<file path="config.mk">
export PLATFORM = sky130hd
export DESIGN_NAME = openstrive_mem_arbiter
export DESIGN_NICKNAME = d
export VERILOG_FILES = /design/src/rtl/openstrive_mem_arbiter.sv
export SDC_FILE = /design/constraint.sdc
export NUM_CORES = 1
export LEC_CHECK = 0
export BUFFER_PORTS_ARGS = -buffer_cell sky130_fd_sc_hd__buf_4
export CORE_AREA = 5 5 93 95
export CTS_CLUSTER_DIAMETER = 100
export DETAILED_ROUTE_END_ITERATION = 7
export DIE_AREA = 0 0 98 100
export PLACE_DENSITY_LB_ADDON = 0.2
export SETUP_SLACK_MARGIN = 0.15
export SLEW_MARGIN = 20
export SYNTH_ARGS = -nofsm -noshare
export SYNTH_HDL_FRONTEND = slang
export SYNTH_SLANG_ARGS = --single-unit
</file>
<file path="constraint.sdc">
create_clock -name clk -period 2 [get_ports clk]
set_input_delay 0.4 -clock clk [delete_from_list [all_inputs] [get_ports clk]]
set_output_delay 0.4 -clock clk [all_outputs]
set_load 0.01 [all_outputs]
</file>
<file path="src/rtl/openstrive_mem_arbiter.sv">
// openstrive_mem_arbiter: round-robin arbiter sharing one single-port
// synchronous SRAM among NPORTS masters, with lock and in-order responses.
module openstrive_mem_arbiter #(
  parameter int NPORTS = 2,
  parameter int AW     = 22
) (
  input  logic                 clk,
  input  logic                 rst,
  input  logic [NPORTS-1:0]    m_req,
  input  logic [NPORTS-1:0]    m_lock,
  input  logic [4*NPORTS-1:0]  m_wen,
  input  logic [AW*NPORTS-1:0] m_addr,
  input  logic [32*NPORTS-1:0] m_wdata,
  output logic [NPORTS-1:0]    m_gnt,
  output logic [NPORTS-1:0]    m_rvalid,
  output logic [31:0]          m_rdata,
  output logic                 mem_ena,
  output logic [3:0]           mem_wen,
  output logic [AW-1:0]        mem_addr,
  output logic [31:0]          mem_wdata,
  input  logic [31:0]          mem_rdata
);

  localparam int IW = (NPORTS > 1) ? $clog2(NPORTS) : 1;
  localparam logic [IW-1:0] LAST_RST = IW'(NPORTS - 1);

  logic [IW-1:0] last_gnt_q;
  logic [IW-1:0] last_gnt_d;
  logic          locked_q;
  logic          locked_d;
  logic          rsp_v_q;
  logic          rsp_v_d;
  logic [IW-1:0] rsp_id_q;
  logic [IW-1:0] rsp_id_d;

  logic          gnt_any;
  logic [IW-1:0] gnt_idx;
  logic [IW-1:0] cand;
  logic          issue;
  logic [3:0]    sel_wen;

  // Scan downwards so the closest port after last_gnt wins.
  always_comb begin
    gnt_any = 1'b0;
    gnt_idx = '0;
    cand    = '0;
    if (locked_q && m_req[last_gnt_q]) begin
      gnt_any = 1'b1;
      gnt_idx = last_gnt_q;
    end else begin
      for (int i = NPORTS; i >= 1; i--) begin
        cand = IW'((int'(last_gnt_q) + i) % NPORTS);
        if (m_req[cand]) begin
          gnt_any = 1'b1;
          gnt_idx = cand;
        end
      end
    end
  end

  assign issue = gnt_any & ~rst;

  always_comb begin
    m_gnt     = '0;
    mem_ena   = 1'b0;
    mem_wen   = '0;
    mem_addr  = '0;
    mem_wdata = '0;
    sel_wen   = '0;
    for (int p = 0; p < NPORTS; p++) begin
      if (gnt_idx == IW'(p)) begin
        sel_wen   = m_wen[p*4 +: 4];
        mem_addr  = m_addr[p*AW +: AW];
        mem_wdata = m_wdata[p*32 +: 32];
      end
    end
    if (issue) begin
      m_gnt[gnt_idx] = 1'b1;
      mem_ena        = 1'b1;
      mem_wen        = sel_wen;
    end
  end

  always_comb begin
    m_rvalid = '0;
    if (rsp_v_q && !rst) begin
      m_rvalid[rsp_id_q] = 1'b1;
    end
  end

  assign m_rdata = mem_rdata;

  // A single port has nobody to lock out, so lock never sticks.
  always_comb begin
    last_gnt_d = last_gnt_q;
    locked_d   = 1'b0;
    rsp_v_d    = 1'b0;
    rsp_id_d   = rsp_id_q;
    if (issue) begin
      last_gnt_d = gnt_idx;
      locked_d   = (NPORTS > 1) && m_lock[gnt_idx];
      rsp_v_d    = 1'b1;
      rsp_id_d   = gnt_idx;
    end
  end

  always_ff @(posedge clk or posedge rst) begin
    if (rst) begin
      last_gnt_q <= LAST_RST;
      locked_q   <= 1'b0;
      rsp_v_q    <= 1'b0;
      rsp_id_q   <= '0;
    end else begin
      last_gnt_q <= last_gnt_d;
      locked_q   <= locked_d;
      rsp_v_q    <= rsp_v_d;
      rsp_id_q   <= rsp_id_d;
    end
  end

endmodule

</file>
==> results.cfg <==
[yosys]
synth_top_family_by_area = multiplexers
syn_area_per_cell_sq_um = 9.87
syn_nets = 267
ys_warn_count = 0
yosysSeqAreaShare_pct = 9.09
synth_adder_area_share_pct = 0
synth_seq_cells = 4
ys_types = 15
synth_mux_area_share_pct = 54.5
netlist_area_sq_um = 1110
postSynthCellCount = 113
synth_compound_area_share_pct = 8.08
synthSimpleGateAreaFrac_pct = 1.23
synth_xor_area_share_pct = 0.786

[clock_tree]
cts_buffer_depth = 2
clock_sinks = 4
path_clk_slew_ps = 30
clock_latency_ps = 220
cts_max_level = 1
cts_made_buffers = 3
cts.root.buffer_cell = clkbuf_8
cts_tree = built
cts_hold_buf = 0

[sta]
min_period_over_period_pct = 110
whs_ps = 123
hold_violations = 0
slew_violations = 0
finalCriticalPeriod_ps = 2200
tightest_slew_ps = 342
skew_ps = 3.40
finalSetupViolations = 55
tns_ps = -9560
grt_setup_unrepaired = yes
slew_headroom_pct = 76.9
max_freq_mhz = 454
timing.final.ws_setup_ps = -201

[worst_setup_path]
worst_setup_path_end_kind = primary output
r2r_slack_ps = 380
crit_required_ps = 1600
cp_max_fo = 15
worst_setup_path_start_kind = register
worstSetupPathType = register to primary output
arrival_ps = 1800

[status]
status = complete, but fails checks
violations = negative setup slack

[power]
finalPower_mw = 1.09
power.switching_mw = 0.341
cellLeakagePower_nw = 1.37
p_int_mw = 0.750
pwr-share-clk_pct = 16.6
power_frac_seq_pct = 9.2
switching_share_pct = 31.3
vdd_drop_max_uv = 343
pwr-share-comb_pct = 74.2
pwr_density_cell_nw_per_um2 = 414

[routing]
routed_wl_um = 6990
initialDrtViolationCount = 5
vias = 1504
antenna_left = 0
post-route-drc-count = 0
via_per_inst = 3.98
wl_per_cell_um = 18.5
dr.pass1.iters = 2

[floorplan]
io_pins = 249
die_x_um = 98
initial_utilization_pct = 14.6
dieArea_sq_um = 9800
rows = 32
die_y_um = 100
core_area_sq_um = 7650

[layout]
area_growth_pct = 136
layout_common_cells = buf_4, mux2_2, buf_6, a22o_1, mux2_4
final_nets = 431
final_common_cell = buf_4
drive_gt1_share_pct = 93.8
fillCellCount = 807
final_area_sq_um = 2630
antennaDiodeCount = 0
postLayoutCoreUtil_pct = 34.4
final_cell_count_no_fill = 378

[placement]
placed_cells = 366
place_hpwl_um = 5880
placed_area_sq_um = 2420
dp_slack_ps = 1.39
portBuffers = 184
routabilityCongestion = 0.835

[global_route]
grt_usage_pct = 12.2
grt_pass1_wl_um = 9520
antenna_found_initial = 0
grt_max_degree = 31
grt_pass1_vias = 1562
globalRoute.totalOverflow = 0

[hold_path]
hold_class = input pin to asynchronous set/reset pin

[job]
maxCapViolCount = 0
-- path summary, 6_finish.rpt --
kind / start / endpoint / cells after the start
setup / recovery: last_gnt_q / mem_addr[14] / 6
hold / removal: rst / rsp_v_q / 2
setup reg to reg: last_gnt_q / locked_q / 6
hold reg to reg: rsp_id_q / rsp_id_q / 1
max in group asynchronous: rst / last_gnt_q / 2
min in group clk: m_lock[0] / locked_q / 2
-- critical path, cell delays in order, from the launching register on --
cell     delay (ps)
dfstp_2         540
xnor2_2          90
o21ai_4         140
buf_4           160
buf_12          150
mux2_2          350
buf_4           150
-- repair_timing --
item,4_1_cts,5_1_grt
pin swaps,6,3
gates resized for setup,15,1
setup endpoints to repair,60,60
buffers inserted,1,4
cloned,0,3
-- layer usage --
| metal | share of wire [%] | GRT usage [%] |
|---|---|---|
| met5 | 0 | 0 |
| met4 | 1.4 | 3.09 |
| met3 | 13 | 6.18 |
| met2 | 49 | 21.6 |
| met1 | 37 | 12.9 |
-- power groups by stage --
stage	logic [mW]	registers (mW)	clock network, mW
after global routing	0.866	0.101	0.197
after CTS	0.777	0.100	0.187
after floorplan	0.378	0.0996	0
after global placement	0.747	0.101	0
after detailed placement	0.747	0.101	0
final	0.809	0.100	0.182
-- cells in the mapped netlist, drive strengths merged --
cell type  count  share of area (%)
and3           1               0.56
o21ai          2                1.2
nor3b          1               0.67
inv            3                1.0
dfstp          1                2.4
a21o           2                1.3
a211oi         1               0.67
a22o           5                3.9
xnor2          1               0.79
o211a          1               0.90
clkbuf         1               0.34
buf           37                 25
dfrtp          3                6.7
mux2          54                 55
-- registers in the layout, summed over array words and instances (netlist names) --
name and count:
last_gnt_q 1, locked_q 1, rsp_id_q 1, rsp_v_q 1
-- cells by family after synthesis --
group / Yosys count
buffers and inverters: 41
AND/OR/NAND/NOR: 2
multiplexers: 54
flip-flops: 4
XOR/XNOR: 1
AO/OA/AOI/OAI: 11
-- cell type report --
type	count	area [sq um]	area share, %
Timing Repair Buffer	197	1580	60.2
Multi-Input combinational cell	68	763	29.0
Tap cell	102	128	4.85
Sequential cell	4	101	3.85
Clock buffer	4	45.0	1.71
Inverter	3	11.3	0.428
Note: power is estimated with default switching activity, not from simulation.
